### src/rtl/vga_pkg.sv
// vga_pkg: timing presets, sync polarity constants and a range-decode helper
package vga_pkg;
  localparam logic SYNC_ACTIVE_LOW  = 1'b0;
  localparam logic SYNC_ACTIVE_HIGH = 1'b1;
  localparam int VGA640_H_ACTIVE = 640;
  localparam int VGA640_H_FP     = 16;
  localparam int VGA640_H_SYNC   = 96;
  localparam int VGA640_H_BP     = 48;
  localparam int VGA640_V_ACTIVE = 480;
  localparam int VGA640_V_FP     = 10;
  localparam int VGA640_V_SYNC   = 2;
  localparam int VGA640_V_BP     = 33;
  localparam int SVGA800_H_ACTIVE = 800;
  localparam int SVGA800_H_FP     = 40;
  localparam int SVGA800_H_SYNC   = 128;
  localparam int SVGA800_H_BP     = 88;
  localparam int SVGA800_V_ACTIVE = 600;
  localparam int SVGA800_V_FP     = 1;
  localparam int SVGA800_V_SYNC   = 4;
  localparam int SVGA800_V_BP     = 23;
  function automatic logic in_rng(logic [31:0] x, logic [31:0] lo, logic [31:0] hi);
    return x >= lo && x < hi;
  endfunction
endpackage

### src/rtl/vga_addr_gen.sv
// vga_addr_gen: read strobe and framebuffer address sequencing with optional 2x replication
module vga_addr_gen #(
  parameter int SCALE  = 1,
  parameter int WIN_W  = 320,
  parameter int WIN_H  = 240,
  parameter int ADDR_W = 17
) (
  input  logic              CLK25,
  input  logic              reset,
  input  logic              rd_win,
  input  logic              line_end,
  input  logic              frame_end,
  output logic              rd_en,
  output logic [ADDR_W-1:0] pixel_address
);
  localparam logic [ADDR_W-1:0] A_MAX = ADDR_W'(WIN_W * WIN_H - 1);
  logic [ADDR_W-1:0] addr, row_base;
  logic hphase, lphase, strobe;
  // at 2x only every other read-window cycle fetches, so a line still carries WIN_W strobes
  assign strobe = rd_win && (SCALE == 1 || !hphase);
  // addr is the next fetch; the first line of a pair rewinds to row_base, the second advances it
  always_ff @(posedge CLK25 or posedge reset)
    if (reset) begin
      rd_en <= 1'b0;
      pixel_address <= '0;
      addr <= '0;
      row_base <= '0;
      hphase <= 1'b0;
      lphase <= 1'b0;
    end else begin
      rd_en <= strobe;
      if (strobe) pixel_address <= addr;
      hphase <= rd_win ? !hphase : 1'b0;
      if (frame_end) begin
        addr <= '0;
        row_base <= '0;
        lphase <= 1'b0;
      end else if (line_end && SCALE == 2) begin
        lphase <= !lphase;
        if (!lphase) addr <= row_base;
        else row_base <= addr;
      end else if (strobe && addr != A_MAX) addr <= addr + ADDR_W'(1);
    end
endmodule

### src/rtl/vga_window_ctrl.sv
// vga_window_ctrl: VGA timing with windowed fetch; VGA_UNDERFLOW_CHK_EN adds a FIFO underflow monitor
module vga_window_ctrl
  import vga_pkg::*;
#(
  parameter int   H_ACTIVE = VGA640_H_ACTIVE,
  parameter int   H_FP     = VGA640_H_FP,
  parameter int   H_SYNC   = VGA640_H_SYNC,
  parameter int   H_BP     = VGA640_H_BP,
  parameter int   V_ACTIVE = VGA640_V_ACTIVE,
  parameter int   V_FP     = VGA640_V_FP,
  parameter int   V_SYNC   = VGA640_V_SYNC,
  parameter int   V_BP     = VGA640_V_BP,
  parameter logic HS_POL   = SYNC_ACTIVE_LOW,
  parameter logic VS_POL   = SYNC_ACTIVE_LOW,
  parameter int   WIN_X    = 160,
  parameter int   WIN_Y    = 120,
  parameter int   WIN_W    = 320,
  parameter int   WIN_H    = 240,
  parameter int   SCALE    = 1,
  parameter int   PREFETCH = 8,
  parameter int   ADDR_W   = 17
) (
  input  logic              CLK25,
  input  logic              reset,
  output logic              Hsync,
  output logic              Vsync,
  output logic              Nblank,
  output logic              Nsync,
  output logic              clkout,
  output logic              activeArea,
  output logic              rd_en,
  output logic [ADDR_W-1:0] pixel_address,
`ifdef VGA_UNDERFLOW_CHK_EN
  input  logic              fifo_empty,
  output logic              underflow,
  output logic [7:0]        underflow_cnt,
  output logic              frame_start
`else
  output logic              frame_start
`endif
);
  localparam int H_TOTAL = H_ACTIVE + H_FP + H_SYNC + H_BP;
  localparam int V_TOTAL = V_ACTIVE + V_FP + V_SYNC + V_BP;
  localparam int HW = $clog2(H_TOTAL);
  localparam int VW = $clog2(V_TOTAL);
  if (PREFETCH > WIN_X || WIN_X + WIN_W * SCALE > H_ACTIVE || WIN_Y + WIN_H * SCALE > V_ACTIVE ||
      (SCALE != 1 && SCALE != 2) || WIN_W * WIN_H > 2 ** ADDR_W) begin : g_cfg_err
    $error("vga_window_ctrl: window does not fit the panel or address space");
  end
  logic [HW-1:0] hcnt;
  logic [VW-1:0] vcnt;
  logic [31:0] hc, vc;
  logic h_last, v_last, win_v, hs_d, vs_d, nb_d, act_d, fs_d, rd_win, line_end, frame_end;
  assign hc = 32'(hcnt);
  assign vc = 32'(vcnt);
  assign Nsync = 1'b1;
  assign clkout = CLK25;
  // combinational decode of the current counter pair
  always_comb begin
    h_last = hc == H_TOTAL - 1;
    v_last = vc == V_TOTAL - 1;
    win_v = in_rng(vc, WIN_Y, WIN_Y + WIN_H * SCALE);
    hs_d = in_rng(hc, H_ACTIVE + H_FP, H_ACTIVE + H_FP + H_SYNC);
    vs_d = in_rng(vc, V_ACTIVE + V_FP, V_ACTIVE + V_FP + V_SYNC);
    nb_d = in_rng(hc, 0, H_ACTIVE) && in_rng(vc, 0, V_ACTIVE);
    act_d = in_rng(hc, WIN_X, WIN_X + WIN_W * SCALE) && win_v;
    rd_win = in_rng(hc, WIN_X - PREFETCH, WIN_X + WIN_W * SCALE - PREFETCH) && win_v;
    fs_d = hc == 0 && vc == 0;
    line_end = h_last && win_v;
    frame_end = h_last && v_last;
  end
  // pixel and line counters; the line counter steps when the pixel counter wraps
  always_ff @(posedge CLK25 or posedge reset)
    if (reset) begin
      hcnt <= '0;
      vcnt <= '0;
    end else begin
      hcnt <= h_last ? '0 : hcnt + HW'(1);
      if (h_last) vcnt <= v_last ? '0 : vcnt + VW'(1);
    end
  // decoded outputs, one cycle behind the counters
  always_ff @(posedge CLK25 or posedge reset)
    if (reset) begin
      Hsync <= ~HS_POL;
      Vsync <= ~VS_POL;
      Nblank <= 1'b0;
      activeArea <= 1'b0;
      frame_start <= 1'b0;
    end else begin
      Hsync <= hs_d ? HS_POL : ~HS_POL;
      Vsync <= vs_d ? VS_POL : ~VS_POL;
      Nblank <= nb_d;
      activeArea <= act_d;
      frame_start <= fs_d;
    end
  vga_addr_gen #(.SCALE(SCALE), .WIN_W(WIN_W), .WIN_H(WIN_H), .ADDR_W(ADDR_W)) u_addr (
    .CLK25(CLK25),
    .reset(reset),
    .rd_win(rd_win),
    .line_end(line_end),
    .frame_end(frame_end),
    .rd_en(rd_en),
    .pixel_address(pixel_address)
  );
`ifdef VGA_UNDERFLOW_CHK_EN
  // sticky underflow flag and saturating count of strobes issued against an empty FIFO
  always_ff @(posedge CLK25 or posedge reset)
    if (reset) begin
      underflow <= 1'b0;
      underflow_cnt <= '0;
    end else if (rd_en && fifo_empty) begin
      underflow <= 1'b1;
      if (underflow_cnt != 8'hff) underflow_cnt <= underflow_cnt + 8'd1;
    end
`endif
endmodule

### config.mk
export PLATFORM = sky130hd
export DESIGN_NAME = vga_window_ctrl
export DESIGN_NICKNAME = d
export VERILOG_FILES = /design/src/rtl/vga_pkg.sv /design/src/rtl/vga_addr_gen.sv /design/src/rtl/vga_window_ctrl.sv
export SDC_FILE = /design/constraint.sdc
export NUM_CORES = 1
export LEC_CHECK = 0
export ABC_AREA = 1
export BUFFER_PORTS_ARGS = -buffer_cell sky130_fd_sc_hd__buf_2
export CAP_MARGIN = 15
export CORE_MARGIN = 3
export CORE_UTILIZATION = 58
export CTS_BUF_LIST = sky130_fd_sc_hd__clkbuf_4 sky130_fd_sc_hd__clkbuf_8 sky130_fd_sc_hd__clkbuf_16
export DETAILED_ROUTE_END_ITERATION = 10
export HOLD_SLACK_MARGIN = 0.12
export PLACE_DENSITY_LB_ADDON = 0.12
export SYNTH_ARGS = -nofsm -noshare
export SYNTH_HDL_FRONTEND = slang
export SYNTH_HIERARCHICAL = 1
export SYNTH_SLANG_ARGS = --single-unit
### constraint.sdc
create_clock -name CLK25 -period 2.1 [get_ports CLK25]
set_input_delay 0.105 -clock CLK25 [delete_from_list [all_inputs] [get_ports CLK25]]
set_output_delay 0.105 -clock CLK25 [all_outputs]
set_load 0.05 [all_outputs]
### Yosys cells after proc, flatten, opt, wreduce, memory -nomap -nowiden

Cells that the tools add are included.
W data, S select, Z words.

| word-level totals | value |
|---|---|
| word-level logic and storage cells | 52 |
| flip-flop bits (word level) | 60 |

| cells by class | value |
|---|---|
| add/subtract/negate cells | 3 |
| eq/ne operators | 3 |
| magnitude comparators | 14 |
| reduce and logical (&&, ||, !) cells | 16 |
| multiplexer cells | 6 |

Operator list:

| cell | count |
|---|---|
| $logic_not A32 Y1 | 2 |
| $lt A10 B9 Y1 const B | 5 |
| $mux W17 | 2 |
| $add A10 B1 Y10 const B | 2 |
| $eq A10 B10 Y1 const B | 2 |
| $ge A10 B1 Y1 const B | 2 |
| $ge A10 B8 Y1 const B | 2 |
| $lt A10 B10 Y1 const B | 2 |
| $mux W10 | 2 |
| $add A17 B1 Y17 const B | 1 |
| $ne A17 B17 Y1 const B | 1 |
| $logic_and A1 B1 Y1 | 13 |
| $ge A10 B10 Y1 const B | 1 |
| $ge A10 B7 Y1 const B | 1 |
| $ge A10 B9 Y1 const B | 1 |
| $mux W1 | 2 |
| $reduce_bool A2 Y1 | 1 |

### Logic depth before layout (Yosys ltp)

Gate-level depths: netlist of the first run.

| depth | value |
|---|---|
| depth in word-level cells | 6 |
| gate-level depth with buffers | 13 |

### Modules after synthesis

Netlist of the first run, hierarchy kept.

By module, submodules not included:

| module | times used | cells each | area each (µm²) |
|---|---|---|---|
| vga_addr_gen | 1 | 227 | 1,750.4 |
| vga_window_ctrl | 1 | 208 | 1,566.5 |

==> results of run 1 <==
-- what timing repair did --
item,4_1_cts,5_1_grt
hold buffers,1,0
resized for setup,0,5
buffers inserted,0,1
setup endpoints to repair,0,12
endpoints found under the hold margin,60,0
-- routing by layer --
layer / vias up / track usage / routed length, um
met4: 0 / 0.1115 / 160
met1: 1452 / 0.3326 / 3410
met2: 129 / 0.3950 / 3490
met5: - / 0 / 0
li1: 1468 / - / -
met3: 24 / 0.07566 / 565
-- flip-flops by register name (all words and copies together), names as in the netlist --
signal	cells
Hsync	1
Nblank	1
Vsync	1
activeArea	1
frame_start	1
hcnt	10
u_addr/addr	17
u_addr/pixel_address	17
u_addr/rd_en	1
vcnt	10
-- layout make-up --
cell class	count	area, um^2	share of cell area
well taps	70	87.58	0.02277
flip-flops and latches	60	1508	0.3920
multi-input cells	310	1551	0.4034
clock buffers	15	197.7	0.05140
repair buffers	39	247.7	0.06441
inverters	53	203.9	0.05303
clock inverters	5	50.05	0.01301
-- through the flow --
stage / hold slack [ns] / cell area (um^2)
after floorplan: 0.1308 / 3309
after global placement: 0.1743 / 3555
after detailed placement: 0.1844 / 3555
after CTS: 0.2513 / 3807
after global routing: 0.3090 / 3846
final: 0.2604 / 3846
-- worst max-delay path: stages (launching register included) --
cell	delay [ns]
dfrtp_1	0.43
ha_1	0.25
nand2_1	0.13
nor2_2	0.23
nand3_2	0.13
nor2_4	0.13
nor2_4	0.04
buf_4	0.19
nor2_4	0.25
nand2_1	0.09
nand2_1	0.07
-- worst min path at each step --
| stage | end | slack, ns |
|---|---|---|
| 2_1_floorplan | Nblank | 0.13 |
| 3_3_place_gp | hcnt[3] | 0.17 |
| 3_5_place_dp | hcnt[0] | 0.18 |
| 4_1_cts | hcnt[2] | 0.25 |
| 5_1_grt | hcnt[2] | 0.31 |
| 6_report | hcnt[2] | 0.26 |
-- placed cells by master (no fill, tap or decap), types with 5 or more instances in the layout --
cell type,count
a21oi_1,8
buf_2,25
buf_4,13
clkbuf_8,14
clkinv_2,5
dfrtp_1,55
ha_1,5
inv_1,47
nand2_1,133
nand3_1,34
nand4_1,19
nor2_1,41
nor2_2,9
nor2_4,7
o21ai_0,22
xor2_1,10
-- power by group through the flow --
stage | Clock (mW) | Combinational [mW] | Sequential (mW)
2_1_floorplan | 0.103 | 0.0224 | 1.18
3_3_place_gp | 0.0908 | 0.0310 | 1.18
3_5_place_dp | 0.0908 | 0.0318 | 1.18
4_1_cts | 1.33 | 0.0331 | 1.16
5_1_grt | 1.40 | 0.0371 | 1.15
6_report | 1.31 | 0.0314 | 1.16
==> flow_summary.json, run 1 <==
{
  "timing.critical_path.arrival_ns": 2.40,
  "setup.worst_path.start": "u_addr/addr[1]",
  "max_cap_violation_count": 0,
  "worst_r2r_startpoint": "u_addr/addr[1]",
  "dieArea_mm2": 0.006648,
  "nFillCells": 437,
  "tritoncts_clock_tree": "done",
  "wl_um": 7626,
  "floorplan.initialDensity": 0.6241,
  "timing.critical_path.fanout_max": 8,
  "area_growth_pct": 16.22,
  "post_synth.cell_area_avg_um2": 7.643,
  "required_worst_endpoint_ns": 2.49,
  "end_kind": "flip-flop",
  "timing.hold.worst.class": "input port to asynchronous set/reset pin",
  "finalWeightedCongestion": 0.9293,
  "design.core.area_mm2": 0.005303,
  "grt_start_max_net_pins": 36,
  "finalPower_mw": 2.496,
  "cts.clk_slew.worst_paths_ns": 0.07,
  "clock.fmax_mhz": 499.5,
  "io_pins": 27,
  "syn_nets": 440,
  "final_cell_count_no_fill": 552,
  "worst_r2r_path_depth": 10,
  "endpoint": "u_addr/addr[13]",
  "fin_crit_ns": 2.002,
  "first_pass_iters": 5,
  "dpl.cell_count": 530,
  "power.internal_mw": 1.899,
  "outcome": "finished clean",
  "timing.final.ws_setup_ns": 0.09788,
  "timing_hold_violations_final": 0,
  "timing.rr.end": "u_addr/addr[13]",
  "finish.net_count": 484,
  "wire_length_of_the_first_global_routing_pass_um": 12720,
  "buffers_added_on_ports": 25,
  "finish.utilization": 0.7253,
  "synthesis.area_mm2": 0.003309,
  "placement_rows": 26,
  "post-route-period-util": 0.9534,
  "power.ir.vdd_worst_uv": 844.8,
  "grt_pass1_vias": 2819,
  "leakage_nw": 2.046,
  "antenna_cells_inserted": 0,
  "vias_per_cell": 5.567,
  "antenna_found_initial": 0,
  "drive_above_1_share": 0.2012,
  "p_sw_mw": 0.5972,
  "pwr_dens_mw_per_mm2": 649.0,
  "detail_route.wl_per_cell_um": 13.82,
  "detailedRoute.firstIterationViolations": 208,
  "timing.final.setup_violations": 0,
  "yosysWarningCount": 6,
  "fin_worst_skew_ns": 0.006729,
  "startpoint_type": "flip-flop",
  "ff2ff_setup_slack_ns": 0.1,
  "clkLatencyLatePin_ns": 0.45,
  "detailedPlace.worstSlack_ns": 0.1121,
  "clockPowerShare": 0.524,
  "share_seq_of_total_power": 0.463,
  "netSwitchingFraction": 0.2392,
  "fin_max_slew_vios": 0,
  "global_route.overflow_total": 0,
  "grt_use_total": 0.2556,
  "die_width_um": 81.54,
  "hpwlAfterDp_um": 5213,
  "p_comb_frac": 0.013,
  "fin_setup_tns_ns": 0,
  "timing_worst_setup_path_type": "flip-flop to flip-flop",
  "drtAntennaViolNets": 0,
  "drc": 0,
  "dr_total_vias": 3073,
  "unrepaired_setup_endpoints_after_global_routing": "no",
  "synthCells": 433,
  "die_h_um": 81.54
}
Note: power is estimated with default switching activity, not from simulation.
==> inputs of run 2 (changes only) <==
--- a/config.mk
+++ b/config.mk
@@ -9,7 +9,7 @@
 export BUFFER_PORTS_ARGS = -buffer_cell sky130_fd_sc_hd__buf_2
 export CAP_MARGIN = 15
 export CORE_MARGIN = 3
-export CORE_UTILIZATION = 58
+export CORE_UTILIZATION = 54
 export CTS_BUF_LIST = sky130_fd_sc_hd__clkbuf_4 sky130_fd_sc_hd__clkbuf_8 sky130_fd_sc_hd__clkbuf_16
 export DETAILED_ROUTE_END_ITERATION = 10
 export HOLD_SLACK_MARGIN = 0.12
==> constraint.sdc (replaced) <==
create_clock -name CLK25 -period 1.65 [get_ports CLK25]
set_input_delay 0.0825 -clock CLK25 [delete_from_list [all_inputs] [get_ports CLK25]]
set_output_delay 0.0825 -clock CLK25 [all_outputs]
set_load 0.05 [all_outputs]
==> run 2 against run 1 <==
Against the previous run: the flow now finishes with violations (negative setup slack); sequential power grew 27%; setup slack lost 0.17 ns; combinational power grew 30%; worst hold slack lost 0.027 ns; highest routed layer unchanged.
==> flow_summary.json, run 2 (synthesized netlist as in run 1, its figures left out) <==
{
  "leading_cell_type_in_the_layout_fill_and_taps_excluded": "nand2_1",
  "floorplan.initialDensity": 0.5797,
  "max_cap_violation_count": 0,
  "fin_max_slew_vios": 0,
  "finalWeightedCongestion": 0.8665,
  "largest_registers": "u_addr/addr: 17 flops, u_addr/pixel_address: 17 flops",
  "critical_path_buf_inv_count": 4,
  "area_growth_pct": 34.25,
  "max_stage_delay_ns": 0.44,
  "clockPowerShare": 0.496,
  "pwr_dens_mw_per_mm2": 675.4,
  "fin_worst_skew_ns": 0.007058,
  "p_comb_frac": 0.014,
  "drtAntennaViolNets": 0,
  "hpwlAfterDp_um": 5854,
  "timing.critical_path.cells": "inv_1, nor2_1, nand2_1, nor2_2, nand2_2, inv_2, clkinvlp_4, buf_6, o21ai_2, a21oi_2, nand2_1, nand2_1",
  "design.core.area_mm2": 0.005709,
  "timing.rr.end": "u_addr/addr[3]",
  "buffers_added_on_ports": 25,
  "finish.utilization": 0.7782,
  "finish.net_count": 547,
  "placement_rows": 27,
  "p_sw_mw": 0.7617,
  "worst_r2r_path_depth": 12,
  "first_pass_iters": 5,
  "clkLatencyLatePin_ns": 0.45,
  "detailedRoute.firstIterationViolations": 173,
  "detailedPlace.worstSlack_ns": -0.07941,
  "ff2ff_setup_slack_ns": -0.07,
  "outcome": "finished, violations left",
  "worst_r2r_startpoint": "vcnt[9]",
  "clock.fmax_mhz": 582.0,
  "timing.hold.worst.class": "input port to asynchronous set/reset pin",
  "timing.final.setup_violations": 10,
  "grt_use_total": 0.2586,
  "layout_common_cells": "nand2_1 (127), buf_4 (70), dfrtp_1 (55)",
  "power.internal_mw": 2.239,
  "cts.clk_slew.worst_paths_ns": 0.07,
  "dpl.cell_count": 570,
  "nFillCells": 421,
  "grt_pass1_vias": 3197,
  "antenna_cells_inserted": 0,
  "fin_crit_ns": 1.718,
  "post-route-period-util": 1.041,
  "startpoint_type": "flip-flop",
  "power.ir.vdd_worst_uv": 1032,
  "unrepaired_setup_endpoints_after_global_routing": "yes",
  "end_kind": "flip-flop",
  "crit_path_top_delay_cell": "dfrtp_1",
  "timing.critical_path.arrival_ns": 2.06,
  "vias_per_cell": 5.288,
  "drc": 0,
  "setup.worst_path.start": "vcnt[9]",
  "required_worst_endpoint_ns": 1.99,
  "final_cell_count_no_fill": 617,
  "dieArea_mm2": 0.007104,
  "wl_um": 8897,
  "die_h_um": 84.29,
  "netSwitchingFraction": 0.2538,
  "wire_length_of_the_first_global_routing_pass_um": 14570,
  "violations": "negative setup slack",
  "drive_above_1_share": 0.3578,
  "timing.critical_path.fanout_max": 5,
  "timing_worst_setup_path_type": "flip-flop to flip-flop",
  "critical-path-top-cell-by-count": "nand2_1",
  "die_width_um": 84.29,
  "timing_hold_violations_final": 0,
  "global_route.overflow_total": 0,
  "leakage_nw": 2.374,
  "tritoncts_clock_tree": "done",
  "timing.final.ws_setup_ns": -0.06827,
  "finalPower_mw": 3.001,
  "io_pins": 27,
  "detail_route.wl_per_cell_um": 14.42,
  "grt_start_max_net_pins": 36,
  "critical_path.top_delay_family": "simple AND/OR/NAND/NOR gates",
  "antenna_found_initial": 0,
  "share_seq_of_total_power": 0.490,
  "dr_total_vias": 3263
}
==> run 2: worst register-to-register path, delay by kind of cell, from the launching register on <==
family	cells	cell delay, ns
buffers and inverters	4	0.47
AOI/OAI and AO/OA	2	0.12
and+or+nand+nor	6	0.59
DFF	1	0.44
==> run 2: layout make-up <==
type	instances	area [um^2]	area share
multi-input cells	310	1685	0.3793
flip-flops and latches	60	1508	0.3393
inverters	53	206.4	0.04647
clock buffers	15	191.4	0.04309
well taps	72	90.09	0.02028
clock inverters	5	27.53	0.006195
repair buffers	102	734.5	0.1653
==> run 2: metrics by stage <==
step	hold WS [ns]	cell area (um^2)	setup TNS, ns
after floorplan	0.1083	3332	0
after global placement	0.1608	3859	-0.4459
after detailed placement	0.1639	3859	-0.8181
after CTS	0.2322	4242	0
after global routing	0.2582	4443	-1.816
final	0.2339	4443	-0.3305
==> run 2: worst max path at each step <==
stage                          end  slack [ns]  cells after the start
floorplan           u_addr/addr[2]       0.008                     12
global placement    u_addr/addr[8]       -0.07                     11
detailed placement  u_addr/addr[8]       -0.08                     11
CTS                 u_addr/addr[2]       0.001                     12
global route        u_addr/addr[3]       -0.15                     13
finish              u_addr/addr[3]       -0.07                     12
==> run 2: timing repair <==
| action | 4_1_cts | 5_1_grt |
|---|---|---|
| buffers inserted | 17 | 11 |
| endpoints found under the setup margin | 17 | 33 |
| gates resized for setup | 10 | 44 |
| endpoints found under the hold margin | 60 | 0 |
| pin swaps | 10 | 29 |
| hold buffers | 1 | 0 |
| gates cloned | 1 | 0 |
==> run 2: routing by layer <==
metal / track usage / share of wire
met1: 0.3385 / 0.44
met2: 0.3989 / 0.47
met3: 0.07360 / 0.062
met4: 0.1155 / 0.023
met5: 0 / 0
==> run 2: power by group through the flow <==
stage	sequential, mW	clock, mW	combinational (mW)
floorplan	1.50	0.131	0.0285
global placement	1.50	0.116	0.0403
detailed placement	1.50	0.116	0.0415
CTS	1.47	1.52	0.0432
global route	1.47	1.60	0.0477
finish	1.47	1.49	0.0408
==> inputs of run 3 (changes only) <==
--- a/config.mk
+++ b/config.mk
@@ -9,7 +9,7 @@
 export BUFFER_PORTS_ARGS = -buffer_cell sky130_fd_sc_hd__buf_2
 export CAP_MARGIN = 15
 export CORE_MARGIN = 3
-export CORE_UTILIZATION = 54
+export CORE_UTILIZATION = 58
 export CTS_BUF_LIST = sky130_fd_sc_hd__clkbuf_4 sky130_fd_sc_hd__clkbuf_8 sky130_fd_sc_hd__clkbuf_16
 export DETAILED_ROUTE_END_ITERATION = 10
 export HOLD_SLACK_MARGIN = 0.12
==> constraint.sdc (replaced) <==
create_clock -name CLK25 -period 1.9 [get_ports CLK25]
set_input_delay 0.095 -clock CLK25 [delete_from_list [all_inputs] [get_ports CLK25]]
set_output_delay 0.095 -clock CLK25 [all_outputs]
set_load 0.05 [all_outputs]
==> run 3 against run 2 <==
Against the previous run: the run now ends clean; combinational power fell by 15%; setup slack gained 0.12 ns; utilization is 3.6 points lower; die area shrank 6.4%; power decreased by 4.4%; fmax down 6.9%; worst hold slack better by 0.022 ns; count of clock-buffer cells in the layout shrank 1; register-to-register slack improved by 0.12 ns; final area down 11%; highest routed layer unchanged.
==> flow_summary.json, run 3 (synthesized netlist as in run 1, its figures left out) <==
{
  "vias_per_cell": 5.395,
  "buffers_added_on_ports": 25,
  "startpoint_type": "flip-flop",
  "finish.instance_area_mm2": 0.003934,
  "grt_use_total": 0.2509,
  "placement_rows": 26,
  "wire_length_of_the_first_global_routing_pass_um": 12730,
  "tritoncts_clock_tree": "done",
  "worst_r2r_startpoint": "u_addr/addr[0]",
  "hpwlAfterDp_um": 5258,
  "nFillCells": 401,
  "timing.final.setup_violations": 0,
  "fin_setup_tns_ns": 0,
  "die_h_um": 81.54,
  "leakage_nw": 2.083,
  "max_cap_violation_count": 0,
  "antenna_cells_inserted": 0,
  "timing_hold_violations_final": 0,
  "design.core.area_mm2": 0.005303,
  "floorplan.initialDensity": 0.6241,
  "outcome": "finished clean",
  "layout_common_cells": "nand2_1 (133), dfrtp_1 (55), inv_1 (47)",
  "fin_worst_skew_ns": 0.005878,
  "finish.utilization": 0.7419,
  "clock.fmax_mhz": 541.8,
  "hold_ws_ns": 0.2561,
  "largest_registers": "u_addr/addr: 17 flops, u_addr/pixel_address: 17 flops",
  "detailedRoute.firstIterationViolations": 223,
  "cts.clk_slew.worst_paths_ns": 0.07,
  "dieArea_mm2": 0.006648,
  "dr_total_vias": 3021,
  "clkLatencyLatePin_ns": 0.45,
  "required_worst_endpoint_ns": 2.28,
  "timing.critical_path.fanout_max": 8,
  "die_width_um": 81.54,
  "detail_route.wl_per_cell_um": 13.46,
  "drive_above_1_share": 0.2163,
  "wl_um": 7538,
  "drtAntennaViolNets": 0,
  "grt_pass1_vias": 2822,
  "grt_start_max_net_pins": 36,
  "pwr_dens_mw_per_mm2": 729.2,
  "timing.hold.worst.class": "input port to asynchronous set/reset pin",
  "fin_crit_ns": 1.846,
  "timing_worst_setup_path_type": "flip-flop to flip-flop",
  "io_pins": 27,
  "fin_max_slew_vios": 0,
  "multi_input_area_mm2": 0.001559,
  "antenna_found_initial": 0,
  "finalWeightedCongestion": 0.8883,
  "area_growth_pct": 18.87,
  "finish.net_count": 492,
  "power.ir.vdd_worst_uv": 760.2,
  "setup.worst_path.start": "u_addr/addr[0]",
  "regArea_mm2": 0.001508,
  "global_route.overflow_total": 0,
  "drc": 0,
  "post-route-period-util": 0.9714,
  "first_pass_iters": 5,
  "end_kind": "flip-flop",
  "timing.critical_path.arrival_ns": 2.23,
  "dpl-instance-area_mm2": 0.003627,
  "leading_cell_type_in_the_layout_fill_and_taps_excluded": "nand2_1"
}
## run 3: cell count changes in the layout (fill, tap and decap cells not counted), sizes merged
cell / before / now
clkinv: 5 / 2
clkbuf: 14 / 13
buf: 102 / 47
inv: 51 / 52
clkinvlp: 2 / 3
bufinv: 0 / 2
## run 3: area by class of cell
type,instances,area share
Sequential cell,60,0.3833
Multi-Input combinational cell,310,0.3963
Timing Repair Buffer,47,0.07824
Clock inverter,6,0.02226
Inverter,53,0.05089
Tap cell,70,0.02226
Clock buffer,14,0.04676
## run 3: what timing repair did
item / CTS / global route
hold endpoints to repair: 60 / 0
endpoints found under the setup margin: 0 / 17
resized for setup: 0 / 6
setup buffers: 0 / 1
hold buffers: 1 / 0
## run 3: power by group
| part | internal [mW] | switching, mW | leakage, nW |
|---|---|---|---|
| Sequential | 1.28 | 0 | 0.808 |
| Combinational | 0.00513 | 0.0293 | 1.14 |
| Clock | 0.919 | 0.637 | 0.130 |
| Total | 2.20 | 0.667 | 2.08 |
## run 3: worst max-delay path, cell delays in order (launching register included)
cell	delay, ns
dfrtp_1	0.42
ha_1	0.23
nand2_1	0.14
nor2_4	0.16
nand3_2	0.11
nor2_4	0.14
nor2_4	0.06
buf_12	0.14
nor2_4	0.23
nand2_1	0.08
nand2_1	0.07
## run 3: routing by layer
layer	wire [um]	up-vias	track usage
li1	-	1478	-
met1	3371	1407	0.3246
met2	3515	114	0.3941
met3	521	22	0.08114
met4	130	0	0.08953
met5	0	-	0
## run 3: path summary, 6_finish.rpt
kind                                            to  slack [ns]  cells after the start
setup / recovery                   u_addr/addr[10]        0.05                     10
hold / removal                             hcnt[0]        0.26                      4
setup reg to reg                   u_addr/addr[10]        0.05                     10
hold reg to reg            u_addr/pixel_address[2]        0.46                      2
max in group asynchronous             u_addr/rd_en        1.28                      4
min in group CLK25         u_addr/pixel_address[2]        0.46                      2
## run 3: stage by stage
stage / power [mW] / cells / setup slack, ns
global route: 2.979 / 560 / -0.04537
finish: 2.869 / 560 / 0.05437
CTS: 2.904 / 558 / 0.04413
floorplan: 1.439 / 433 / 0.03386
detailed placement: 1.437 / 538 / 0.09148
global placement: 1.436 / 538 / 0.1109
